<file path="config.mk">
export PLATFORM = sky130hd
export DESIGN_NAME = arm_exec_stage
export DESIGN_NICKNAME = d
export VERILOG_FILES = /design/src/rtl/arm_exec_stage_pkg.sv /design/src/rtl/arm_cond_eval.sv /design/src/rtl/arm_exec_stage.sv
export SDC_FILE = /design/constraint.sdc
export NUM_CORES = 1
export LEC_CHECK = 0
export CAP_MARGIN = 40
export CORE_UTILIZATION = 53
export DETAILED_ROUTE_END_ITERATION = 16
export GPL_ROUTABILITY_DRIVEN = 1
export PLACE_DENSITY = 0.83
export SETUP_SLACK_MARGIN = 0.3
export SLEW_MARGIN = 20
export SYNTH_ARGS = -nofsm -noshare
export SYNTH_HDL_FRONTEND = slang
export SYNTH_HIERARCHICAL = 1
export SYNTH_SLANG_ARGS = --single-unit
</file>
<file path="constraint.sdc">
create_clock -name clk -period 8.2 [get_ports clk]
set_clock_uncertainty 0.1 [all_clocks]
set_input_delay 2.05 -clock clk [delete_from_list [all_inputs] [get_ports clk]]
set_output_delay 2.05 -clock clk [all_outputs]
set_load 0.02 [all_outputs]
</file>
<file path="src/rtl/arm_exec_stage_pkg.sv">
// Shared constants for the ARM execute stage: condition codes, data-processing
// opcodes, NZCV bit positions and opcode classification helpers.
package arm_exec_stage_pkg;

  localparam logic [3:0] COND_EQ = 4'h0;
  localparam logic [3:0] COND_NE = 4'h1;
  localparam logic [3:0] COND_CS = 4'h2;
  localparam logic [3:0] COND_CC = 4'h3;
  localparam logic [3:0] COND_MI = 4'h4;
  localparam logic [3:0] COND_PL = 4'h5;
  localparam logic [3:0] COND_VS = 4'h6;
  localparam logic [3:0] COND_VC = 4'h7;
  localparam logic [3:0] COND_HI = 4'h8;
  localparam logic [3:0] COND_LS = 4'h9;
  localparam logic [3:0] COND_GE = 4'hA;
  localparam logic [3:0] COND_LT = 4'hB;
  localparam logic [3:0] COND_GT = 4'hC;
  localparam logic [3:0] COND_LE = 4'hD;
  localparam logic [3:0] COND_AL = 4'hE;
  localparam logic [3:0] COND_NV = 4'hF;

  localparam logic [3:0] OP_AND = 4'h0;
  localparam logic [3:0] OP_EOR = 4'h1;
  localparam logic [3:0] OP_SUB = 4'h2;
  localparam logic [3:0] OP_RSB = 4'h3;
  localparam logic [3:0] OP_ADD = 4'h4;
  localparam logic [3:0] OP_ADC = 4'h5;
  localparam logic [3:0] OP_SBC = 4'h6;
  localparam logic [3:0] OP_RSC = 4'h7;
  localparam logic [3:0] OP_TST = 4'h8;
  localparam logic [3:0] OP_TEQ = 4'h9;
  localparam logic [3:0] OP_CMP = 4'hA;
  localparam logic [3:0] OP_CMN = 4'hB;
  localparam logic [3:0] OP_ORR = 4'hC;
  localparam logic [3:0] OP_MOV = 4'hD;
  localparam logic [3:0] OP_BIC = 4'hE;
  localparam logic [3:0] OP_MVN = 4'hF;

  localparam int FLAG_N = 3;
  localparam int FLAG_Z = 2;
  localparam int FLAG_C = 1;
  localparam int FLAG_V = 0;

  // TST/TEQ/CMP/CMN: always set flags, never write back
  function automatic logic is_compare(input logic [3:0] op);
    return op[3:2] == 2'b10;
  endfunction

  // ops whose C/V come from the adder
  function automatic logic is_arith(input logic [3:0] op);
    return (op >= OP_SUB && op <= OP_RSC) || op == OP_CMP || op == OP_CMN;
  endfunction

endpackage

</file>
<file path="src/rtl/arm_cond_eval.sv">
// ARM condition-code evaluator: 4-bit cond field + NZCV -> pass.
// Purely combinational so the branch unit can reuse it.
module arm_cond_eval
  import arm_exec_stage_pkg::*;
(
  input  logic [3:0] cond,
  input  logic [3:0] nzcv,
  output logic       pass
);

  logic n, z, c, v;
  assign {n, z, c, v} = nzcv;

  // decode the condition against the current flags
  always_comb begin
    pass = 1'b0;
    case (cond)
      COND_EQ: pass = z;
      COND_NE: pass = !z;
      COND_CS: pass = c;
      COND_CC: pass = !c;
      COND_MI: pass = n;
      COND_PL: pass = !n;
      COND_VS: pass = v;
      COND_VC: pass = !v;
      COND_HI: pass = c && !z;
      COND_LS: pass = !c || z;
      COND_GE: pass = (n == v);
      COND_LT: pass = (n != v);
      COND_GT: pass = !z && (n == v);
      COND_LE: pass = z || (n != v);
      COND_AL: pass = 1'b1;
      default: pass = 1'b0;
    endcase
  end

endmodule

</file>
<file path="src/rtl/arm_exec_stage.sv">
// ARM execute stage: condition check, 32-bit ALU, NZCV register and a single
// registered result slot toward write-back (valid/ready, 1-cycle latency).
// Optional feature macro: ARM_EXEC_PERF_CNT_EN enables saturating exec/squash
// counters; otherwise both counter ports read 0.
module arm_exec_stage
  import arm_exec_stage_pkg::*;
#(
  parameter logic [3:0] RESET_FLAGS = 4'b0000,
  parameter int         CNT_WIDTH   = 16
) (
  input  logic                 clk,
  input  logic                 reset,
  input  logic                 in_valid,
  output logic                 in_ready,
  input  logic [3:0]           in_cond,
  input  logic [3:0]           in_opcode,
  input  logic                 in_set_flags,
  input  logic [31:0]          in_src_a,
  input  logic [31:0]          in_src_b,
  input  logic [3:0]           in_write_reg,
  input  logic                 flush,
  output logic                 out_valid,
  input  logic                 out_ready,
  output logic [31:0]          out_result,
  output logic [3:0]           out_write_reg,
  output logic                 out_write_en,
  output logic                 out_cond_pass,
  output logic [3:0]           flags,
  output logic [CNT_WIDTH-1:0] exec_count,
  output logic [CNT_WIDTH-1:0] squash_count
);

  logic        accept, cond_pass, arith, ovf, cin;
  logic [31:0] opx, opy, logic_res, alu_res;
  logic [32:0] sum;

  assign in_ready = !flush && (!out_valid || out_ready);
  assign accept   = in_valid && in_ready;

  arm_cond_eval u_cond (
    .cond (in_cond),
    .nzcv (flags),
    .pass (cond_pass)
  );

  // steer operands so every arithmetic op is x + y + cin; subtracts invert y,
  // which makes the adder carry-out directly the ARM "NOT borrow" C flag
  always_comb begin
    opx = in_src_a;
    opy = ~in_src_b;
    cin = 1'b1;
    case (in_opcode)
      OP_RSB: begin opx = in_src_b; opy = ~in_src_a; end
      OP_ADD, OP_CMN: begin opy = in_src_b; cin = 1'b0; end
      OP_ADC: begin opy = in_src_b; cin = flags[FLAG_C]; end
      OP_SBC: cin = flags[FLAG_C];
      OP_RSC: begin opx = in_src_b; opy = ~in_src_a; cin = flags[FLAG_C]; end
      default: ;
    endcase
  end

  assign sum = {1'b0, opx} + {1'b0, opy} + {32'b0, cin};
  assign ovf = (opx[31] == opy[31]) && (sum[31] != opx[31]);

  // logical results (no shifter, so these never produce C/V)
  always_comb begin
    logic_res = '0;
    case (in_opcode)
      OP_AND, OP_TST: logic_res = in_src_a & in_src_b;
      OP_EOR, OP_TEQ: logic_res = in_src_a ^ in_src_b;
      OP_ORR:         logic_res = in_src_a | in_src_b;
      OP_MOV:         logic_res = in_src_b;
      OP_BIC:         logic_res = in_src_a & ~in_src_b;
      OP_MVN:         logic_res = ~in_src_b;
      default:        logic_res = '0;
    endcase
  end

  assign arith   = is_arith(in_opcode);
  assign alu_res = arith ? sum[31:0] : logic_res;

  // NZCV update on accepted, condition-passing flag-setting instructions
  always_ff @(posedge clk) begin
    if (reset) begin
      flags <= RESET_FLAGS;
    end else if (accept && cond_pass && (in_set_flags || is_compare(in_opcode))) begin
      flags[FLAG_N] <= alu_res[31];
      flags[FLAG_Z] <= (alu_res == 32'b0);
      if (arith) begin
        flags[FLAG_C] <= sum[32];
        flags[FLAG_V] <= ovf;
      end
    end
  end

  // result slot: load on accept, drop on flush or consume, hold on stall
  always_ff @(posedge clk) begin
    if (reset) begin
      out_valid     <= 1'b0;
      out_result    <= '0;
      out_write_reg <= '0;
      out_write_en  <= 1'b0;
      out_cond_pass <= 1'b0;
    end else if (flush) begin
      out_valid <= 1'b0;
    end else if (accept) begin
      out_valid     <= 1'b1;
      out_result    <= cond_pass ? alu_res : 32'b0;
      out_write_reg <= in_write_reg;
      out_write_en  <= cond_pass && !is_compare(in_opcode);
      out_cond_pass <= cond_pass;
    end else if (out_ready) begin
      out_valid <= 1'b0;
    end
  end

`ifdef ARM_EXEC_PERF_CNT_EN
  // saturating counts of executed vs condition-failed accepts
  always_ff @(posedge clk) begin
    if (reset) begin
      exec_count   <= '0;
      squash_count <= '0;
    end else if (accept) begin
      if (cond_pass && !(&exec_count))
        exec_count <= exec_count + 1'b1;
      if (!cond_pass && !(&squash_count))
        squash_count <= squash_count + 1'b1;
    end
  end
`else
  assign exec_count   = '0;
  assign squash_count = '0;
`endif

endmodule

</file>
## After elaboration in Yosys (flattened, before gate mapping)

Cells that the tools add are included.

| operators by class | value |
|---|---|
| bitwise gates (word level) | 7 |
| $add $sub $neg | 2 |
| reductions and logical operators | 35 |
| $lt $le $gt $ge | 2 |
| eq/ne operators | 33 |
| multiplexer cells | 9 |

Operators with widths:

| operator | count |
|---|---|
| $pmux 32 s6 | 1 |
| $mux 32 | 3 |
| $and 32x32->32 | 2 |
| $not 32->32 | 2 |
| $pmux 32 s2 | 1 |
| $eq 4x4->1 const B | 15 |
| $add 32x32->33 | 1 |
| $add 33x1->33 | 1 |
| $eq 4x3->1 const B | 8 |
| $logic_not 32->1 | 1 |
| $or 32x32->32 | 1 |
| $xor 32x32->32 | 1 |
| $pmux 1 s15 | 1 |
| $eq 4x2->1 const B | 3 |
| $reduce_or 2->1 | 5 |
| $logic_and 1x1->1 | 9 |
| $eq 4x1->1 const B | 2 |
| $logic_not 4->1 | 2 |
| $logic_not 1->1 | 7 |
| $logic_or 1x1->1 | 6 |
| $reduce_or 3->1 | 2 |
| $ge 4x2->1 const B | 1 |
| $le 4x3->1 const B | 1 |
| $reduce_and 2->1 | 2 |
| other kinds (7) | 10 |

| word-level totals | value |
|---|---|
| logic and storage cells | 95 |
| input port bits | 82 |
| output and inout bits | 76 |
| register bits after elaboration | 43 |

## Logic depth before layout (Yosys ltp)

| depth | value |
|---|---|
| depth after elaboration | 7 |
| depth in mapped cells | 22 |
| gate-level depth less buffers | 16 |

## Cells and area by module

The synthesis kept the hierarchy.

By module, submodules not included:

| module | seq. area each (sq um) | times used | cells each | area an instance (sq um) |
|---|---|---|---|---|
| arm_exec_stage | 860.8 | 1 | 1061 | 7148.1 |
| arm_cond_eval | 0.0 | 1 | 28 | 193.9 |

## Worst setup path after synthesis

No wires, ideal clock.

| timing path | value |
|---|---|
| path kind | input to register |
| start | input in_opcode[1] |
| end | register flags[2] |
| path buffers | 6 |
| data arrival time | 6.249 ns |
| slack | 1.792 ns |
| cell stages on the path | 22 |
| setup time | 0.060 ns |
| required time | 8.040 ns |
| path through | buf_2 buf_2 buf_2 nand2_1 or2_2 clkbuf_1 clkbuf_1 buf_1 nand2_1 o21ai_0 fa_1 fa_1 nand3_1 a21oi_1 or4_1 a31oi_1 o31ai_1 nor4_1 o2111ai_1 nor4_1 nand4_1 nand2_1 |

| between the ends | value |
|---|---|
| longest elaborated chain between the ends | 7 |
| elaborated cells on any way between the ends | 34 |
| classes of those cells | add/sub (2); order compare (2); eq/ne (14); mux (5); reduce/logical (11) |

Ends and longest elaborated chain:

| element | line | RTL |
|---|---|---|
| start: declaration | arm_exec_stage.sv:16 | `input logic [3:0] in_opcode,` |
| $eq 4x4->1 (tied with other cells) | arm_exec_stage_pkg.sv:51, arm_exec_stage.sv:52 |  |
| $reduce_or 3->1 (no source line) or $reduce_or 2->1 (tied branches) | - |  |
| $pmux 32 s2 or $mux 32 (tied branches) | arm_exec_stage.sv:52 | `case (in_opcode)` |
| $add 32x32->33 | arm_exec_stage.sv:62 | `assign sum = {1'b0, opx} + {1'b0, opy} + {32'b0, cin};` |
| $add 33x1->33 | arm_exec_stage.sv:62 |  |
| $mux 32 (*) | arm_exec_stage.sv:80 | `assign alu_res = arith ? sum[31:0] : logic_res;` |
| $logic_not 32->1 (*) | arm_exec_stage.sv:88 | `flags[FLAG_Z] <= (alu_res == 32'b0);` |
| end signal: indexed assignment | arm_exec_stage.sv:87 | `flags[FLAG_N] <= alu_res[31];` |
| end signal: indexed assignment | arm_exec_stage.sv:88 |  |
| end signal: indexed assignment | arm_exec_stage.sv:90 | `flags[FLAG_C] <= sum[32];` |
| end: declaration | arm_exec_stage.sv:28 | `output logic [3:0] flags,` |

Mark *: on every way between the ends. The rest lies on a longest branch, timed or not.
A chain may end at the register's enable or synchronous reset.

## Worst setup path after layout

| timing path | value |
|---|---|
| start | input in_opcode[3] |
| end | register flags[2] |

| between the ends | value |
|---|---|
| longest elaborated chain between the ends | 7 |
| elaborated cells on any way between the ends | 37 |
| classes of those cells | add/sub (2); order compare (2); eq/ne (15); mux (5); reduce/logical (13) |

Ends and longest elaborated chain:

| element | line |
|---|---|
| $eq 4x4->1 (tied with other cells) | arm_exec_stage_pkg.sv:51, arm_exec_stage.sv:52 |
| $reduce_or 3->1 (no source line) or $reduce_or 2->1 (tied branches) | - |
| $pmux 32 s2 or $mux 32 (tied branches) | arm_exec_stage.sv:52 |
| $add 32x32->33 | arm_exec_stage.sv:62 |
| $add 33x1->33 | arm_exec_stage.sv:62 |
| $mux 32 | arm_exec_stage.sv:80 |
| $logic_not 32->1 | arm_exec_stage.sv:88 |

Parallel ways exist; a longest one is shown, timed or not.

==> results.toml <==
[status]
outcome = "finished, final reports clean"

[yosys]
netlist_instances = 1089
ys_top_cells_by_area = "dfxtp_1, ha_1, nand2_1"
synth_seq_cells = 43
synth_ff_type = "dfxtp_1"
syn_area_per_cell_um2 = 6.74
ys.warnings.count = 6
async_reset_ff_share_pct = 0
netlist_area_mm2 = 0.00734
yosys.area.top_type_share_pct = 11.7
synth_cell_types = 88
synth_edf_count = 0
synth_seq_area_share_pct = 11.7
yosysTopAreaCell = "dfxtp_1"

[critical_path]
cp_slowest_cell = "clkdlybuf4s50_1"
crit_fanout = 37
reg2regPathDepth = 14
cp-startpoint = "in_opcode[3]"
reg2reg_setup_slack_ns = 4.04
crit_cells = 15
regToRegStartpoint = "flags[1]"
cp.arrival_ns = 6.93
cp_top_family = "simple AND/OR/NAND/NOR gates"
endpoint_kind = "register"
start_kind = "primary input"
path_buf_inv = 1
crit_type = "primary input to register"
slowest_delay_ns = 0.83
r2r_end = "flags[2]"
cp.required_ns = 8.33
crit_chain = "clkdlybuf4s50_1 > or2_2 > o221ai_1 > fa_1 > fa_1 > nand3_1 > a21oi_1 > or4_1 > a31oi_1 > o31ai_1 > nor4_1 > o2111ai_1 > nor4_1 > nand4_1 > nand2_1"
crit_end = "flags[2]"

[route]
vias = 8608
drt_iter0_markers = 897
dr.pass1.iters = 6
via_per_inst = 6.43
drc_errors = 0
wl_um = 25100
ant_nets = 0
wl_per_cell_um = 18.7

[sta]
setup_violations = 0
rsz0062_at_grt = "false"
hold_ws_ns = 0.354
fmax_mhz = 147
fin_crit_ns = 6.80
fin_ws_ns = 1.40
hold_viol_final = 0
tightest_slew_ns = 0.829
finalCritPeriodShare_pct = 83.0
finalSetupTns_ns = 0
slew_headroom_pct = 44.4
slew_viol_final = 0

[global_route]
grt_pass1_vias = 8025
antenna_found_initial = 0
grt.overflow.total = 0
grt_use_total_pct = 34.7
grt_max_degree = 47
grt_pass1_wl_um = 40100

[clock_network]
clk_latency_ns = 0.28
postCtsResizedCells = 0
cts_setup_buffers = 0
cts_tree = "yes"
cts-root-buf = "clkbuf_16"
hold_buffers = 0
cts_sinks = 43
cts_max_path_buffers = 2
cts_max_level = 2
cts_buffers = 5
clk_pin_slew_worst_paths_ns = 0.07

[floorplanning]
die_area_mm2 = 0.0143
start_util_pct = 54.8
fp-row-count = 42
die_w_um = 120
die_h_um = 120
ios = 158
core-area_mm2 = 0.0134

[hold_path]
hold_path.class = "register to register"

[cells_and_area]
fin_nets = 1308
area_delta_synth_final_pct = 18.8
drive_above_1_share_pct = 4.91
largest_register_ffs = 32
instances_no_fill = 1338
antenna_cells = 0

[placement]
pre_cts_ws_ns = 1.26
place_inst = 1330
dp_hpwl_um = 19200
place.port_buffers = 125
gp_congestion = 0.980

[pwr]
p_leak_uw = 0.00353
power_density_mw_per_mm2 = 127
total_power_uw = 1100
max-vdd-ir-drop_mv = 0.108

[job]
maxCapViolCount = 0
[cell usage after synthesis (all sizes together), types with 18 or more instances]
library cell  instances
a21oi                94
buf                  60
clkbuf               49
dfxtp                43
ha                   63
inv                  70
nand2               147
nand3                26
nand4                18
nor2                 95
nor3                 22
o21ai                72
o221ai               37
xor2                 20
[kinds of logic (layout without fill, tap and decap cells)]
logic type,Yosys count,in the layout,share of synthesized area [%]
AOI/OAI and AO/OA,367,367,34.9
xor gates and xnor gates,35,35,4.28
adders and majority gates,65,65,11.3
buffers and inverters,180,222,11.3
DFF,43,43,11.7
muxes,9,9,1.33
other,1,32,0.0511
and+or+nand+nor,389,389,25.1
[layout by cell type (no fill, tap or decap), drive strengths merged, types with 18 or more instances in the layout]
master	n
a21oi	94
buf	19
clkdlybuf4s50	124
conb	32
dfxtp	43
ha	63
inv	71
nand2	147
nand3	26
nand4	18
nor2	95
nor3	22
o21ai	72
o221ai	37
xor2	20
[worst reg2reg max path, stage by stage, from the launching register on]
cell and delay (ns):
dfxtp_1 0.55, a21oi_1 0.12, a31oi_1 0.25, fa_1 0.32, fa_1 0.29, nand3_1 0.19, a21oi_1 0.34, o21ai_2 0.15
o31ai_1 0.58, a31oi_1 0.20, mux2i_1 0.15, a21o_1 0.20, a2111oi_0 0.43, nand4_1 0.15, nand2_1 0.09
[layout make-up]
type / instances / area (um2)
multi-input combinational: 897 / 5810
timing repair buffer: 143 / 1390
inverter: 71 / 267
sequential: 43 / 861
clock inverter: 3 / 47.5
tap: 176 / 220
fill: 1234 / 4670
clock buffer: 5 / 125
[per-stage QoR]
step | instance area, um2 | utilization (%)
final | 8730 | 65.1
after global routing | 8730 | 65.1
after CTS | 8730 | 65.1
after detailed placement | 8550 | 63.8
after global placement | 8520 | 63.6
after floorplan | 7460 | -
[worst min path at each step]
stage | startpoint | slack (ns) | to | cells after the start
floorplan | out_result[28] | 0.43 | out_result[28] | 2
global placement | out_result[28] | 0.34 | out_result[28] | 2
detailed placement | out_result[28] | 0.35 | out_result[28] | 2
CTS | out_write_en | 0.36 | out_write_en | 2
global route | out_write_reg[2] | 0.37 | out_write_reg[2] | 2
finish | out_write_en | 0.35 | out_write_en | 2
[report_power, final]
group / total (uW) / switching [uW] / internal (uW)
Sequential: 225 / 6.16 / 219
Combinational: 647 / 396 / 252
Clock: 233 / 87.5 / 145
Total: 1100 / 489 / 616
[per-layer routing]
metal | GRT usage, % | vias up | part of all wire [%]
met5 | 0 | - | 0
met2 | 57.8 | 426 | 47
met4 | 20.4 | 0 | 5.8
met1 | 42.5 | 4003 | 40
met3 | 4.52 | 88 | 7.5
li1 | - | 4091 | -
Note: power is estimated with default switching activity, not from simulation.
